## src/rtl/inst_fetch_pkg.sv

```systemverilog
// Shared core constants and the IF/ID pipeline bundle used by the fetch stage.
package inst_fetch_pkg;

    localparam logic [31:0] DefaultResetPc = 32'h0000_0000;
    localparam logic [31:0] DefaultNopWord = 32'h0000_0000;
    localparam logic [31:0] ExcpVector     = 32'h0000_0180;

    typedef struct packed {
        logic        valid;
        logic [31:0] pc;
        logic [31:0] inst;
        logic        addr_err;
    } if_id_t;

endpackage

```

## src/rtl/inst_fetch_if_id_reg.sv

```systemverilog
// IF/ID pipeline register: holds by default, loads on capture, bubbles on flush.
module inst_fetch_if_id_reg
    import inst_fetch_pkg::*;
#(
    parameter logic [31:0] NOP_WORD = DefaultNopWord
) (
    input  logic   clk,
    input  logic   rst_n,
    input  logic   flush_i,
    input  logic   capture_i,
    input  if_id_t data_i,
    output if_id_t data_o
);

    if_id_t if_id_q, if_id_d, bubble;

    always_comb begin
        bubble.valid    = 1'b0;
        bubble.pc       = 32'h0;
        bubble.inst     = NOP_WORD;
        bubble.addr_err = 1'b0;
    end

    always_comb begin
        if_id_d = if_id_q;
        if (flush_i) begin
            if_id_d = bubble;
        end else if (capture_i) begin
            if_id_d = data_i;
        end
    end

    always_ff @(posedge clk or negedge rst_n) begin
        if (!rst_n) begin
            if_id_q <= bubble;
        end else begin
            if_id_q <= if_id_d;
        end
    end

    assign data_o = if_id_q;

endmodule

```

## src/rtl/inst_fetch.sv

```systemverilog
// MIPS fetch stage: PC, next-PC selection with delay-slot redirect, exception
// redirect, misaligned-fetch detection and a fetched-instruction counter.
module inst_fetch
    import inst_fetch_pkg::*;
#(
    parameter logic [31:0] RESET_PC = DefaultResetPc,
    parameter logic [31:0] NOP_WORD = DefaultNopWord
) (
    input  logic        clk,
    input  logic        rst_n,
    input  logic        stall_i,
    input  logic        branch_taken_i,
    input  logic [31:0] branch_target_i,
    input  logic        excp_flush_i,
    input  logic [31:0] excp_target_i,
    output logic        inst_ce_o,
    output logic [31:0] inst_addr_o,
    input  logic [31:0] inst_i,
    output logic        id_valid_o,
    output logic [31:0] id_pc_o,
    output logic [31:0] id_inst_o,
    output logic        id_addr_err_o,
    output logic [31:0] fetch_count_o
);

    logic        ce_q, ce_d;
    logic [31:0] pc_q, pc_d;
    logic        pend_q, pend_d;
    logic [31:0] pend_target_q, pend_target_d;
    logic [31:0] count_q, count_d;

    logic   misaligned, capture, flush;
    if_id_t cap_data, if_id;

    assign misaligned = (pc_q[1:0] != 2'b00);
    assign flush      = ce_q & excp_flush_i;
    assign capture    = ce_q & ~excp_flush_i & ~stall_i;

    always_comb begin
        cap_data.valid    = 1'b1;
        cap_data.pc       = pc_q;
        cap_data.inst     = misaligned ? NOP_WORD : inst_i;
        cap_data.addr_err = misaligned;
    end

    always_comb begin
        ce_d          = 1'b1;
        pc_d          = pc_q;
        pend_d        = pend_q;
        pend_target_d = pend_target_q;
        count_d       = count_q;
        if (ce_q) begin
            if (excp_flush_i) begin
                pc_d   = excp_target_i;
                pend_d = 1'b0;
            end else if (branch_taken_i && !stall_i) begin
                pc_d   = branch_target_i;
                pend_d = 1'b0;
            end else if (branch_taken_i) begin
                // Branch resolved while IF is held: redirect once the stall lifts.
                pend_d        = 1'b1;
                pend_target_d = branch_target_i;
            end else if (stall_i) begin
                pc_d = pc_q;
            end else if (pend_q) begin
                pc_d   = pend_target_q;
                pend_d = 1'b0;
            end else begin
                pc_d = pc_q + 32'd4;
            end
            if (capture) begin
                count_d = count_q + 32'd1;
            end
        end
    end

    always_ff @(posedge clk or negedge rst_n) begin
        if (!rst_n) begin
            ce_q          <= 1'b0;
            pc_q          <= RESET_PC;
            pend_q        <= 1'b0;
            pend_target_q <= 32'h0;
            count_q       <= 32'h0;
        end else begin
            ce_q          <= ce_d;
            pc_q          <= pc_d;
            pend_q        <= pend_d;
            pend_target_q <= pend_target_d;
            count_q       <= count_d;
        end
    end

    inst_fetch_if_id_reg #(
        .NOP_WORD (NOP_WORD)
    ) u_if_id_reg (
        .clk       (clk),
        .rst_n     (rst_n),
        .flush_i   (flush),
        .capture_i (capture),
        .data_i    (cap_data),
        .data_o    (if_id)
    );

    // A misaligned PC never reaches memory; the slot carries an AdEL marker instead.
    assign inst_ce_o     = ce_q & ~misaligned;
    assign inst_addr_o   = pc_q;
    assign id_valid_o    = if_id.valid;
    assign id_pc_o       = if_id.pc;
    assign id_inst_o     = if_id.inst;
    assign id_addr_err_o = if_id.addr_err;
    assign fetch_count_o = count_q;

endmodule

```

## config.mk

```make
export PLATFORM = sky130hd
export DESIGN_NAME = inst_fetch
export DESIGN_NICKNAME = d
export VERILOG_FILES = /design/src/rtl/inst_fetch_pkg.sv /design/src/rtl/inst_fetch_if_id_reg.sv /design/src/rtl/inst_fetch.sv
export SDC_FILE = /design/constraint.sdc
export NUM_CORES = 1
export LEC_CHECK = 0
export BUFFER_PORTS_ARGS = -buffer_cell sky130_fd_sc_hd__buf_2
export CELL_PAD_IN_SITES_DETAIL_PLACEMENT = 1
export CELL_PAD_IN_SITES_GLOBAL_PLACEMENT = 1
export CORE_ASPECT_RATIO = 1.1
export CORE_MARGIN = 2
export CORE_UTILIZATION = 29
export CTS_BUF_LIST = sky130_fd_sc_hd__clkbuf_4
export CTS_CLUSTER_DIAMETER = 150
export CTS_CLUSTER_SIZE = 16
export DETAILED_ROUTE_END_ITERATION = 6
export GPL_TIMING_DRIVEN = 0
export PLACE_DENSITY_LB_ADDON = 0.05
export SLEW_MARGIN = 15
export SYNTH_ARGS = -nofsm -noshare
export SYNTH_HDL_FRONTEND = slang
export SYNTH_SLANG_ARGS = --single-unit
```

## constraint.sdc

```tcl
create_clock -name clk -period 4.15 [get_ports clk]
set_input_delay 0.2075 -clock clk [delete_from_list [all_inputs] [get_ports clk]]
set_output_delay 0.2075 -clock clk [all_outputs]
set_load 0.02 [all_outputs]
```

Word-level counts from Yosys, hierarchy flattened:

Index checks and enable logic that the tools add are counted.

* logic and storage cells: 42
* memories: 0
* latch bits: 0
* flip-flop bits (word level): 164
* output and inout bits: 131
* memory bits (read-only): 0
* bits in writable memories: 0

* magnitude comparators: 0
* reductions and logical operators: 8
* divide/modulo/power cells: 0
* equal/unequal tests: 3
* add/subtract/negate cells: 2
* bitwise operators: 8
* $mul: 0
* mux-type cells: 12
* shift-type cells: 0

Operators by type and width (count)
* $mux W32: 6
* $mux W66: 2
* $add A32 B1 Y32 const B: 1
* $add A32 B3 Y32 const B: 1
* $ne A3 B1 Y1 const B: 2
* $and A1 B1 Y1: 4
* $mux W1: 4
* $ne A4 B1 Y1 const B: 1
* $not A1 Y1: 4
* $reduce_and A2 Y1: 2
* $reduce_and A4 Y1: 1
* $reduce_bool A2 Y1: 2
* $reduce_and A3 Y1: 1
* $logic_and A1 B1 Y1: 1
* $logic_not A1 Y1: 1

Longest topological paths before layout:

Gate-level depths: netlist (run 1).

* depth in word-level cells: 6
* gate-level depth with buffers: 9

By module:

From an unflattened synthesis (run 1), not the netlist that was laid out.

* cell total of the unflattened synthesis: 854
* area, all modules: 8558.2 um2

Modules (own cells, without submodules)
* inst_fetch: instances 1, area each 5840.6 um2, seq. area each 2452.4 um2, cells an instance 641
* inst_fetch_if_id_reg: instances 1, area each 2717.6 um2, seq. area each 1651.6 um2, cells an instance 213

Worst setup path before layout (run 1):

Ideal clock, no wire load.

* path kind: flip-flop to flip-flop
* from: register pc_q[13], in the netlist inst_addr_o[13]
* to: register pc_q[26], in the netlist inst_addr_o[26]
* data required time: 4.064 ns
* cell stages (with the launch flop): 7
* clock period less this slack: 2.180 ns
* setup time: 0.086 ns
* path buffers: 1
* data arrival time: 2.094 ns
* setup slack: 1.970 ns
* path through: dfrtp_1 buf_2 nand4_4 or4_4 or4_1 and3_1 o221ai_2

* word-level cells in the longest chain between the ends: 6

Ends and longest elaborated chain
* start: declaration: RTL line inst_fetch.sv:27 `logic [31:0] pc_q, pc_d;`
* start signal: assignment: RTL line inst_fetch.sv:86 `pc_q <= pc_d;`
* $add A32 B3 Y32: RTL line inst_fetch.sv:69 `pc_d = pc_q + 32'd4;`
* $mux W32: RTL line inst_fetch.sv:65 `end else if (pend_q) begin`
* $mux W32: RTL line inst_fetch.sv:63 `end else if (stall_i) begin`
* $mux W32: RTL line inst_fetch.sv:59 `end else if (branch_taken_i) begin`
* $mux W32: RTL line inst_fetch.sv:56 `end else if (branch_taken_i && !stall_i) begin`
* $mux W32: RTL line inst_fetch.sv:53 `if (excp_flush_i) begin`

Every way passes these cells. The select of a mux whose other input is x is not followed.
A chain may end at the register's enable or synchronous reset.

Worst setup path after layout (run 1):

* from: register ce_q
* to: register u_if_id_reg.if_id_q, in the netlist u_if_id_reg.data_o[24]

* word-level cells in the longest chain between the ends: 3

Ends and longest elaborated chain
* start: declaration: RTL line inst_fetch.sv:26 `logic ce_q, ce_d;`
* start signal: assignment: RTL line inst_fetch.sv:79 `ce_q <= 1'b0;`
* start signal: assignment: RTL line inst_fetch.sv:85 `ce_q <= ce_d;`
* $and A1 B1 Y1 (2 in series): RTL line inst_fetch.sv:37 `assign capture = ce_q & ~excp_flush_i & ~stall_i;`
* $reduce_bool A2 Y1 (no line)
* end signal: assignment: RTL line inst_fetch_if_id_reg.sv:35 `if_id_q <= bubble;`
* end signal: assignment: RTL line inst_fetch_if_id_reg.sv:37 `if_id_q <= if_id_d;`
* end: declaration: RTL line inst_fetch_if_id_reg.sv:15 `if_id_t if_id_q, if_id_d, bubble;`

Several ways; a longest one is shown, not always the timed one.

==> results of run 1 <==
logic make-up after synthesis:
kind of cell    Yosys count  share of synthesized area
simple gates            230                     0.1559
compound gates          197                     0.1851
flops                   164                     0.5311
buf+inv                  62                    0.03092
xor+xnor                 39                    0.04420
mux                      34                    0.04906
fa+ha+maj                 2                   0.003238
other cells               1                  0.0004853
cell usage after synthesis (6+ instances only):
| cell type | instances | area share |
|---|---|---|
| sky130_fd_sc_hd__dfrtp_1 | 164 | 0.53 |
| sky130_fd_sc_hd__nand2_1 | 66 | 0.032 |
| sky130_fd_sc_hd__a22o_1 | 60 | 0.068 |
| sky130_fd_sc_hd__clkbuf_1 | 45 | 0.022 |
| sky130_fd_sc_hd__o21ai_0 | 39 | 0.025 |
| sky130_fd_sc_hd__nor2_1 | 32 | 0.016 |
| sky130_fd_sc_hd__mux2_2 | 31 | 0.045 |
| sky130_fd_sc_hd__a21oi_1 | 29 | 0.019 |
| sky130_fd_sc_hd__nand3_1 | 29 | 0.019 |
| sky130_fd_sc_hd__xnor2_1 | 27 | 0.031 |
| sky130_fd_sc_hd__nor3_1 | 23 | 0.015 |
| sky130_fd_sc_hd__and3_1 | 21 | 0.017 |
| sky130_fd_sc_hd__nand4_1 | 14 | 0.011 |
| sky130_fd_sc_hd__xor2_1 | 12 | 0.014 |
| sky130_fd_sc_hd__a211oi_1 | 9 | 0.0087 |
| sky130_fd_sc_hd__or3_1 | 9 | 0.0073 |
| sky130_fd_sc_hd__inv_1 | 8 | 0.0039 |
| sky130_fd_sc_hd__o211ai_1 | 8 | 0.0078 |
| sky130_fd_sc_hd__and2_1 | 6 | 0.0049 |
| sky130_fd_sc_hd__and4_1 | 6 | 0.0068 |
| sky130_fd_sc_hd__o22ai_1 | 6 | 0.0049 |
worst max-delay path: stages, from the launching register on:
cell and delay, ps:
sky130_fd_sc_hd__dfrtp_1 360, sky130_fd_sc_hd__clkbuf_1 450, sky130_fd_sc_hd__a21boi_1 480, sky130_fd_sc_hd__nand2_1 160, sky130_fd_sc_hd__nor3_1 580, sky130_fd_sc_hd__clkbuf_1 470, sky130_fd_sc_hd__a22o_1 210
sequential cells by signal (all words and copies together), names as in the netlist:
register / flops
inst_addr_o: 32
u_if_id_reg.data_o: 66
fetch_count_o: 32
pend_target_q: 32
pend_q: 1
ce_q: 1
per-layer routing:
| layer | wire (um) | up-vias | part of all wire | global-route usage |
|---|---|---|---|---|
| met3 | 1102 | 23 | 0.037 | 0.03465 |
| met2 | 14920 | 178 | 0.50 | 0.3689 |
| li1 | - | 3390 | - | - |
| met1 | 13640 | 3692 | 0.45 | 0.2831 |
| met4 | 470 | 0 | 0.016 | 0.05530 |
| met5 | 0 | - | 0 | 0 |
report_power, final:
| group | internal, uW | total [uW] | leakage [uW] | switching (uW) |
|---|---|---|---|---|
| Sequential | 1810 | 2020 | 0.00211 | 212 |
| Combinational | 433 | 1060 | 0.00274 | 623 |
| Clock | 252 | 918 | 0.000133 | 666 |
| Total | 2490 | 3990 | 0.00498 | 1500 |
final cells by class:
cell class                      count  area, um^2
Multi-Input combinational cell    503        3385
Clock buffer                       17       127.6
Inverter                            9       33.78
Timing Repair Buffer              322        2122
Sequential cell                   164        4104
Clock inverter                     15       125.1
Tap cell                          352       440.4
Antenna cell                        1       2.502
Fill cell                        3052       15600
Buffer                             53       205.2
stage by stage:
step | setup slack [ps] | utilization | TNS, ps
after global placement | -74.89 | 0.3563 | -8499
after floorplan | 1970 | - | 0
after detailed placement | 1332 | 0.3588 | 0
after CTS | 1318 | 0.4033 | 0
final | 1394 | 0.4034 | 0
after global routing | 1081 | 0.4034 | 0
what timing repair did:
item	4_1_cts	5_1_grt
hold endpoints to repair	192	0
resized for setup	0	0
setup buffers	0	0
hold buffers	91	0
path summary, 6_finish.rpt:
path | end | start | slack [ps]
max | u_if_id_reg.data_o[24] | ce_q | 1390
min | inst_addr_o[27] | excp_target_i[27] | 70
max reg2reg | u_if_id_reg.data_o[24] | ce_q | 1390
min reg2reg | fetch_count_o[31] | fetch_count_o[31] | 480
max in group asynchronous | inst_addr_o[8] | rst_n | 3050
min in group asynchronous | fetch_count_o[29] | rst_n | 90
layout by cell type (no fill, tap or decap), types with 5 or more instances in the layout:
master | Yosys | final
sky130_fd_sc_hd__a211oi_1 | 9 | 9
sky130_fd_sc_hd__a21oi_1 | 29 | 29
sky130_fd_sc_hd__a22o_1 | 60 | 60
sky130_fd_sc_hd__and2_1 | 6 | 6
sky130_fd_sc_hd__and3_1 | 21 | 21
sky130_fd_sc_hd__and4_1 | 6 | 6
sky130_fd_sc_hd__buf_2 | 5 | 233
sky130_fd_sc_hd__clkbuf_1 | 45 | 45
sky130_fd_sc_hd__clkbuf_4 | 0 | 17
sky130_fd_sc_hd__dfrtp_1 | 164 | 164
sky130_fd_sc_hd__dlygate4sd3_1 | 0 | 91
sky130_fd_sc_hd__inv_1 | 8 | 8
sky130_fd_sc_hd__mux2_2 | 31 | 31
sky130_fd_sc_hd__nand2_1 | 66 | 66
sky130_fd_sc_hd__nand3_1 | 29 | 29
sky130_fd_sc_hd__nand4_1 | 14 | 14
sky130_fd_sc_hd__nor2_1 | 32 | 32
sky130_fd_sc_hd__nor3_1 | 23 | 23
sky130_fd_sc_hd__o211ai_1 | 8 | 8
sky130_fd_sc_hd__o21ai_0 | 39 | 39
sky130_fd_sc_hd__o22ai_1 | 6 | 6
sky130_fd_sc_hd__o31ai_1 | 5 | 5
sky130_fd_sc_hd__or3_1 | 9 | 9
sky130_fd_sc_hd__xnor2_1 | 27 | 27
sky130_fd_sc_hd__xor2_1 | 12 | 12
==> run summary, run 1 <==
The run finished with clean final reports. Summed over all layers, the global routing overflow is 0. The tools report the leakage power of the design as 0.004977 uW. In this run the cell area measured after placement is 9379 um^2. The headroom to the max-slew limit was 0.3094; the minimum clock period was 2756 ps.

Along the worst hold path, the cell count comes to 5. Synthesis produced 729 cells. Yosys mapped a number of flops with a built-in enable equal to 0. Setup repair after global routing left no endpoint under its margin.

The floorplan has 62 rows. The type of the worst setup path is reg -> reg. In this run the count of I/O pins placed on the die edge is 232. The wire length per cell after detailed routing was 20.98 um; the cell total after placement was 1,312.

The weighted congestion at the end of routability-driven global placement is 0.7653. For the worst flop-to-flop path, the logic depth is 6. The routed layout has 7,283 vias.

For the starting utilization of the core area, the log shows 0.2956. Total routing usage reported by global routing: 0.2151. Non-filler instance count after layout: 1,436. The full die area was 27,970 um^2; the maximum fanout encountered on the critical timing path was 10.

The initial antenna violation count came out at 1. Data required time at the worst endpoint: 4670 ps. The tools report the max-capacitance violation count as 0. Entering global routing, the biggest net connects 65 pins. For the number of clock sinks seen by CTS, the log shows 164. The kind of path behind the tightest hold check is in -> reg. The die outline height is 175.2 um, and the worst path arrival time is 3270 ps. Cell area after layout: 10,550 um^2. The share of final-layout standard cells stronger than drive strength 1 works out to 0.2825. On the final layout, the worst hold slack is 72.58 ps. The hold violation count in the final report is 0. For the count of yosys warnings during synthesis, the log shows 0. In this run the mean area of a mapped cell was 10.60 um^2. The proportion of register bits with asynchronous set or reset after synthesis is 1.000. The clock arrives with 33.76 ps of skew. In this run the cell area of the synthesized design comes to 7727 um^2. The number of nets in the layout came out at 1,173.

The worst-case IR drop observed on VDD is 0.1273 mV. The number of max-slew violations in the final report was 0; the pin slew with the least headroom to its limit was 1032 ps. The total of flip-flops plus latches after synthesis is 164, and the number of nets in the synthesized netlist is 832. Timing would allow up to 0.3629 GHz. The synthesis-to-finish area growth came out at 36.46%.

The detail route stage leaves a number of antenna-violating nets equal to 0. After floorplanning, the core was sized to cover 26,140 um^2. The horizontal extent of the die was 159.6 um; the final HPWL from detailed placement was 21.29 mm. Number of global-route vias before repair: 7,621.

The tools report the post-route DRC violation count as 0. Buffers placed on the I/O ports in this run total 229. No sink is reached through more buffers than the 2 on the longest clock path. The clock latency on the worst-skew pair is 580 ps, and the number of setup violations in the final report is 0. CTS built an H-tree with a depth of 4. The tools report the length of the first detailed-routing pass in iterations as 4.

The worst setup path is captured at a flop. Dividing total power by cell area gives a power density of 378.8 nW/um^2. Share of the yosys chip area belonging to registers: 0.5311.

The startpoint type of the worst setup path is a flop. In this run, CTS created clock tree buffers numbering 17. The clock-pin slew reported for the worst setup and hold paths after clock tree synthesis came out at 150 ps.

After the first detailed-routing iteration, the DRC count stood at 265. The leading register cell type out of synthesis was sky130_fd_sc_hd__dfrtp_1. The share of the cycle needed by the critical path after routing works out to 0.6641. The first global-routing pass estimated 46.17 mm of wire. The final wirelength is 30.13 mm, and the distinct cell type count of the synthesized netlist is 61.

Dividing the detail-routed via count by the number of cells gives 5.072. The design draws 3995 uW. TritonCTS built the clock tree. The tools report the root cell of the clock tree as sky130_fd_sc_hd__clkbuf_4.
Note: power is estimated with default switching activity, not from simulation.
==> inputs of run 2 (changes only) <==
--- a/config.mk
+++ b/config.mk
@@ -5,6 +5,7 @@
 export SDC_FILE = /design/constraint.sdc
 export NUM_CORES = 1
 export LEC_CHECK = 0
+export ABC_AREA = 1
 export BUFFER_PORTS_ARGS = -buffer_cell sky130_fd_sc_hd__buf_2
 export CELL_PAD_IN_SITES_DETAIL_PLACEMENT = 1
 export CELL_PAD_IN_SITES_GLOBAL_PLACEMENT = 1
==> constraint.sdc (replaced) <==
create_clock -name clk -period 2.2 [get_ports clk]
set_input_delay 0.11 -clock clk [delete_from_list [all_inputs] [get_ports clk]]
set_output_delay 0.11 -clock clk [all_outputs]
set_load 0.02 [all_outputs]
==> run summary, run 2 <==
For the pin with the worst max-slew slack, the measured transition is 737.3 ps. The wire length per cell after detailed routing works out to 17.91 um. Counting both buffers and inverters, the worst setup path holds a total of 3. For this design the top-level I/O count stands at 232. The run gives 0.246 as the relative contribution of the clock network to total power. The final layout contains 1,557 nets. The global-route wire length before repair was 51.45 mm; the average footprint of a synthesized cell was 7.768 um^2. In this run, synthesis inferred 0 flip-flops with an integrated enable. Setup repair after global routing left no endpoint under its margin.

The run gives 2987 uW as the power spent charging and discharging nets. The floorplan step defined a core boundary enclosing 29,320 um^2. The logs give 0.4781 for the share of the yosys chip area belonging to registers and 0 for the count of yosys warnings during synthesis. Leaving out fill and tap cells, the most frequent cells in the layout are sky130_fd_sc_hd__nand2_1 (329), sky130_fd_sc_hd__buf_2 (248), sky130_fd_sc_hd__dfrtp_1 (162).

After clock tree synthesis, the clock-pin slew on the worst setup and hold paths is 170 ps. By area the synthesized netlist is led by sky130_fd_sc_hd__dfrtp_1 (48%), sky130_fd_sc_hd__nand2_1 (14%), sky130_fd_sc_hd__o21ai_0 (6.6%). The H-tree was split into 4 levels. IR analysis of the VDD net gives a maximum drop of 0.3037 mV. Kind of cell adding the most delay to the critical path: buffers and inverters. The tools report the pin count of the biggest net entering global routing as 85. The largest individual stage delay along the critical path comes from the cell sky130_fd_sc_hd__dfrtp_1.

The worst path needs 1995 ps of the cycle, external delays included. Switching fraction of total power: 0.3859. In this run, placement finished with an instance count of 1,711. Yosys instantiated no cell more often than sky130_fd_sc_hd__nand2_1. The number of vias after detailed routing is 8,666, and the count of buffers inserted at the top-level ports is 231. The congestion estimate from routability-driven global placement came to 0.7784. The detail route stage leaves a number of antenna-violating nets equal to 0. The clock arrives with 28.82 ps of skew. For the number of cells produced by synthesis, the log shows 1,105. The largest single stage delay on the critical path is 450 ps. Measured along the y axis, the die boundary spans 184.4 um. In this run the worst path has a maximum fanout of 10.

The tools report the startpoint type of the worst setup path as a flop. The logs give 0.5012 GHz for the maximum clock rate and 3,640 for the total of fill cells in the finished design. The flow ran to the end, and the final reports show no timing, DRC or antenna violations. The initial antenna violation count is 2.

The run gives 0 as the number of buffers inserted to repair setup after CTS. The mapped netlist covers 8583 um^2. The number of flip-flops in the largest register is 66.

The tools report the root cell of the clock tree as sky130_fd_sc_hd__clkbuf_4. Prior to clock tree synthesis, the placed netlist has a worst setup slack of 64.67 ps. TritonCTS built the clock tree. For the number of clock sinks seen by CTS, the log shows 164. The full die area is 30,990 um^2, and the floorplan row count is 66.

The logs give 0.5085 for the headroom to the max-slew limit and 0 for the total congestion overflow after global routing. Internal power comes to 4753 uW. The proportion of register bits with asynchronous set or reset after synthesis was 1.000. The worst setup margin is 204.6 ps. The wire-length estimate of the detail-placed layout is 24.26 mm.

The total power per unit cell area came out at 671.3 nW/um^2. sky130_fd_sc_hd__dfrtp_1 takes more of the synthesized area than any other cell. The run gives 17 as the number of buffers created by CTS. The tools report the element type at the critical path end as a flop. In the routed layout, each cell is associated on average with a via count of 4.702.

After the flow finishes, the layout carries non-filler instances totaling 1,843. The sequential share of power was 0.486; the final wirelength was 33.00 mm. The starting utilization of the core area is 0.2928, and the initial DRC count is 366.

For the final hold slack, the log shows 52.92 ps. The post-route DRC violation count came out at 0. In this run, distinct cell masters in the synthesized netlist total 37.

The share of final-layout standard cells stronger than drive strength 1 was 0.2175; the number of max-slew violations in the final report was 0. The library cell used most frequently in the layout, excluding fill and tap cells, is sky130_fd_sc_hd__nand2_1. The length of the first detailed-routing pass in iterations is 4, and the maximum root-to-sink buffer count is 2. The signal on the critical path passes through inv_1 -> clkbuf_1 -> buf_2 -> nand3_1 -> a21oi_1 -> o22ai_1. Data on the critical path is required at its endpoint by 2700 ps.

Max-cap violations in this run came to 0. The number of nets in the synthesized netlist is 1,208. By count the netlist is led by sky130_fd_sc_hd__nand2_1 (329), sky130_fd_sc_hd__dfrtp_1 (164), sky130_fd_sc_hd__inv_1 (125). STA puts the critical path data arrival time at 2500 ps.

In the synthesized netlist the dominant register cell turns out to be sky130_fd_sc_hd__dfrtp_1. The completed layout was analyzed and its total power is 7739 uW. From synthesis to final layout, the design area changed by 34.32%.

Kind of path behind the tightest hold check: in -> async. The leakage power of the design is 0.005904 uW, and the top-area cell type share of the netlist area is 0.4781. The tools report the total routing usage reported by global routing as 0.2165. Number of global-route vias before repair: 9,110. The utilization of the core after routing was 0.3933. The type of the worst setup path was reg -> reg. The total of flip-flops plus latches after synthesis is 164, and the share of the cycle needed by the critical path after routing is 0.9070.

In this run the horizontal extent of the chip is 168.0 um. Hold violation count in the final report: 0. The tools report the share of total power in combinational logic as 0.268. Setup violations remaining at the end of the flow were counted as 0. For the worst-skew pair, the clock arrives at the later sink with an insertion delay of 610 ps.
[run 2: cell types whose count changed after synthesis, moves of 29 or more]
cell / change
sky130_fd_sc_hd__a22o_1: -56
sky130_fd_sc_hd__a32o_1: +29
sky130_fd_sc_hd__inv_1: +117
sky130_fd_sc_hd__nand2_1: +263
sky130_fd_sc_hd__nor2_1: +86
sky130_fd_sc_hd__o21ai_0: +74
[run 2: worst reg2reg max path: stages (launching register included)]
cell and delay (ps):
sky130_fd_sc_hd__dfrtp_1 450, sky130_fd_sc_hd__inv_1 180, sky130_fd_sc_hd__clkbuf_1 450, sky130_fd_sc_hd__buf_2 420, sky130_fd_sc_hd__nand3_1 140, sky130_fd_sc_hd__a21oi_1 160
sky130_fd_sc_hd__o22ai_1 90
[run 2: stage by stage]
| stage | TNS (ps) | cell area, um^2 |
|---|---|---|
| floorplan | 0 | 8583 |
| global placement | -326010 | 10210 |
| detailed placement | 0 | 10240 |
| CTS | 0 | 11510 |
| global route | 0 | 11530 |
| finish | 0 | 11530 |
[run 2: final cells by class]
class / instances / area (um^2) / share of cell area
antenna: 2 / 5.005 / 0.0004341
buffer: 46 / 196.4 / 0.01704
clock buffer: 18 / 135.1 / 0.01172
clock inverter: 14 / 146.4 / 0.01270
inverter: 127 / 476.7 / 0.04135
multi-input combinational: 768 / 3820 / 0.3313
sequential: 164 / 4106 / 0.3562
tap: 374 / 467.9 / 0.04059
timing repair buffer: 330 / 2175 / 0.1886
[run 2: timing repair]
| action | CTS | global route |
|---|---|---|
| setup endpoints to repair | 0 | 11 |
| hold endpoints to repair | 177 | 0 |
| gates resized for setup | 0 | 7 |
| hold buffers | 98 | 0 |
[run 2: cells by family (layout without fill, tap and decap cells)]
logic type	after synthesis	after routing	synth area share
mux	11	11	0.01443
xor+xnor	30	30	0.03061
flops	164	164	0.4781
other cells	1	3	0.0004369
fa+ha+maj	2	2	0.002915
simple gates	548	548	0.2662
buf+inv	173	535	0.07828
compound gates	176	176	0.1290
[run 2: power by group through the flow]
stage | Combinational (uW) | Clock (uW) | Sequential, uW
finish | 2070 | 1900 | 3760
global route | 2310 | 2090 | 3820
CTS | 2100 | 1980 | 3770
detailed placement | 1960 | 0 | 3820
global placement | 1930 | 0 | 3810
floorplan | 852 | 0 | 4030
[run 2: worst paths after layout]
kind | startpoint | endpoint | slack [ps] | cells past startpoint
setup / recovery | pend_q | inst_addr_o[10] | 200 | 6
hold / removal | rst_n | inst_addr_o[25] | 50 | 2
setup reg to reg | pend_q | inst_addr_o[10] | 200 | 6
hold reg to reg | u_if_id_reg.data_o[65] | u_if_id_reg.data_o[65] | 490 | 2
max in group asynchronous | rst_n | inst_addr_o[3] | 1240 | 3
min in group clk | excp_flush_i | inst_addr_o[11] | 110 | 6
[run 2: metal layers]
| metal | up-vias | track usage | wire length, um |
|---|---|---|---|
| li1 | 4257 | - | - |
| met1 | 4193 | 0.2911 | 15460 |
| met2 | 189 | 0.3684 | 15860 |
| met3 | 27 | 0.02963 | 1171 |
| met4 | 0 | 0.05461 | 510 |
| met5 | - | 0 | 0 |
==> inputs of run 3 (changes only) <==
--- a/config.mk
+++ b/config.mk
@@ -18,6 +18,7 @@
 export DETAILED_ROUTE_END_ITERATION = 6
 export GPL_TIMING_DRIVEN = 0
 export PLACE_DENSITY_LB_ADDON = 0.05
+export SETUP_SLACK_MARGIN = 0.5
 export SLEW_MARGIN = 15
 export SYNTH_ARGS = -nofsm -noshare
 export SYNTH_HDL_FRONTEND = slang
==> run summary, run 3 (synthesis gave the netlist of run 2 again) <==
The count of nets left with antenna violations once routing finished came out at 0. The share of final-layout standard cells stronger than drive strength 1 was 0.2923; the final wirelength was 33.44 mm. The critical path is of the reg -> reg type. The floorplan step defined a die boundary enclosing 30,990 um^2.

The initial antenna violation count is 1, and the share of total power in combinational logic is 0.279. The logs give 9,030 for the number of global-route vias before repair and 0.5396 for the headroom to the max-slew limit. Of all nets on the critical path, the largest fanout is 6. The switching fraction of total power works out to 0.3657. Maximum clock rate: 0.5865 GHz. TritonCTS built the clock tree. The register with the most flip-flops in the layout has 66 of them. The first global-routing pass estimated 51.14 mm of wire. Data on the critical path arrives at its endpoint at 2230 ps.

The startpoint type of the worst setup path is a flop. Setup repair after global routing could not meet its margin everywhere. The top-level I/O count is 232, and the number of buffers created by CTS is 17. The largest individual stage delay along the critical path comes from the cell sky130_fd_sc_hd__dfrtp_2. Maximum root-to-sink buffer count: 2. For the total of fill cells in the finished design, the log shows 3,601.

Summing all non-filler instances in the final layout gives an area of 12,170 um^2. The weighted congestion at the end of routability-driven global placement was 0.8095; the minimum clock period was 1705 ps. Entering global routing, the biggest net connects 88 pins. In the final layout, the multi-input gates occupy 4071 um^2.

The sequential share of power is 0.458, and the synthesis-to-finish area growth is 41.75%. The share of the cycle needed by the critical path after routing came out at 0.7750. Summed over all nets, the switching power comes to 3009 uW. In this run the standard cell core region covers 29,320 um^2.

The maximum level of the CTS H-tree came out at 4. After detailed routing, the number of vias per cell comes to 4.708. The worst flop-to-flop path startpoint is inst_addr_o[4].

Cell repeated most along the worst path: sky130_fd_sc_hd__nand2_1. The horizontal extent of the die is 168.0 um, and the placed cell area is 10,250 um^2. The library cell used most frequently in the layout, excluding fill and tap cells, is sky130_fd_sc_hd__nand2_1. Summing over every cut layer, the via total after detailed routing is 8,836. Power spread over the standard cell area amounts to 676.4 nW/um^2.

Setup violations remaining at the end of the flow were counted as 0. The wire length per cell after detailed routing came out at 17.82 um. Number of nets in the layout: 1,593. The relative contribution of the clock network to total power was 0.263.

The kind of path behind the tightest hold check was in -> async. Detailed placement ended at an HPWL of 24.19 mm. The total overflow left after global routing is 0. The most critical setup path has its startpoint at inst_addr_o[4].

The tools report the element type at the critical path end as a flop. Clock tree synthesis found a total of 164 sinks. The worst-case IR drop observed on VDD is 0.3204 mV.

Longest individual stage delay on the worst path: 450 ps. Before antenna repair, the detailed router went through 4 iterations. The run gives 0 as the number of max-slew violations in the final report.

Leaving out fill and tap cells, the most frequent cells in the layout are sky130_fd_sc_hd__nand2_1 (319), sky130_fd_sc_hd__buf_2 (246), sky130_fd_sc_hd__dfrtp_1 (139). At the pin with the least slew margin, the transition time is 690.6 ps. The final clock skew was 28.84 ps.

The leakage power of the design was 0.006188 uW; the max-capacitance violation count was 0. The internal portion of the total power is 5221 uW. The tools report the starting utilization of the core area as 0.2928. The flow ran to the end, and the final reports show no timing, DRC or antenna violations.

At the worst endpoint, the required time is 2720 ps. In this run the tool buffered the top-level ports with 231 buffer cells. The total routing usage reported by global routing came out at 0.2156. The area of all sequential standard cells is 4135 um^2, and the post-route DRC violation count is 0. The tree is rooted in a sky130_fd_sc_hd__clkbuf_4. The logs give 66 for the floorplan row count and 387 for the initial DRC count. Clock-pin slew was measured on the worst setup and hold paths at 160 ps. The critical path goes through nand2_1 -> nor2_4 -> buf_6 -> nand2_4 -> nor2_4 -> nand2_1 -> nand2_1 -> nor2_1 -> o21bai_1 -> nand2_1 -> nand2_1.

Across all hold checks on the routed design, the worst slack comes to 77.81 ps. The clock latency on the worst-skew pair was 600 ps. Measured along the y axis, the die boundary spans 184.4 um. Hold violation count in the final report: 0.
## run 3: critical path: cells and delay by family, from the launching register on
kind,cells,cell delay [ps]
AO/OA/AOI/OAI,1,190
flip-flops,1,450
buffers and inverters,1,140
AND/OR/NAND/NOR,9,850
## run 3: final timing paths
check | to | slack, ps | cells after the start
min reg2reg | u_if_id_reg.data_o[65] | 490 | 2
min | u_if_id_reg.data_o[58] | 80 | 2
max in group asynchronous | fetch_count_o[1] | 1220 | 3
min in group clk | inst_addr_o[11] | 80 | 6
max | inst_addr_o[15] | 490 | 11
max reg2reg | inst_addr_o[15] | 490 | 11
## run 3: per-layer routing
layer,vias up,wire length [um],part of all wire,track usage
met4,0,462,0.014,0.05983
met5,-,0,0,0
met1,4322,15790,0.47,0.2900
met3,26,879,0.026,0.02942
met2,154,16310,0.49,0.3643
li1,4334,-,-,-
## run 3: cell type report
| class | instances | share of cell area |
|---|---|---|
| Antenna cell | 1 | 0.0002057 |
| Buffer | 46 | 0.01820 |
| Timing Repair Buffer | 366 | 0.2018 |
| Sequential cell | 164 | 0.3399 |
| Clock buffer | 18 | 0.01111 |
| Inverter | 127 | 0.03939 |
| Multi-Input combinational cell | 768 | 0.3346 |
| Tap cell | 374 | 0.03846 |
| Clock inverter | 13 | 0.01635 |
## run 3: through the flow
step / instances / utilization / TNS [ps] / setup slack, ps / power (uW)
after CTS: 1852 / 0.4022 / 0 / 417.1 / 8213
final: 1877 / 0.4150 / 0 / 494.9 / 8230
after detailed placement: 1711 / 0.3496 / 0 / 100.2 / 5790
after global placement: 1710 / 0.3484 / -327710 / -2355 / 5753
after floorplan: 1105 / - / 0 / 557.8 / 4889
after global routing: 1877 / 0.4150 / 0 / 360.7 / 8708
## run 3: power by group through the flow
stage,logic [uW],registers [uW],clock network [uW]
6_report,2300,3770,2170
5_1_grt,2530,3820,2360
4_1_cts,2180,3760,2260
3_5_place_dp,1960,3830,0
3_3_place_gp,1940,3820,0
2_1_floorplan,852,4040,0
## run 3: timing repair
item                                    in CTS  in global routing
pin swaps                                    8                 21
hold buffers                                98                  1
buffers inserted                            12                 23
hold endpoints to repair                   174                  2
resized for setup                           49                 70
endpoints found under the setup margin      89                106
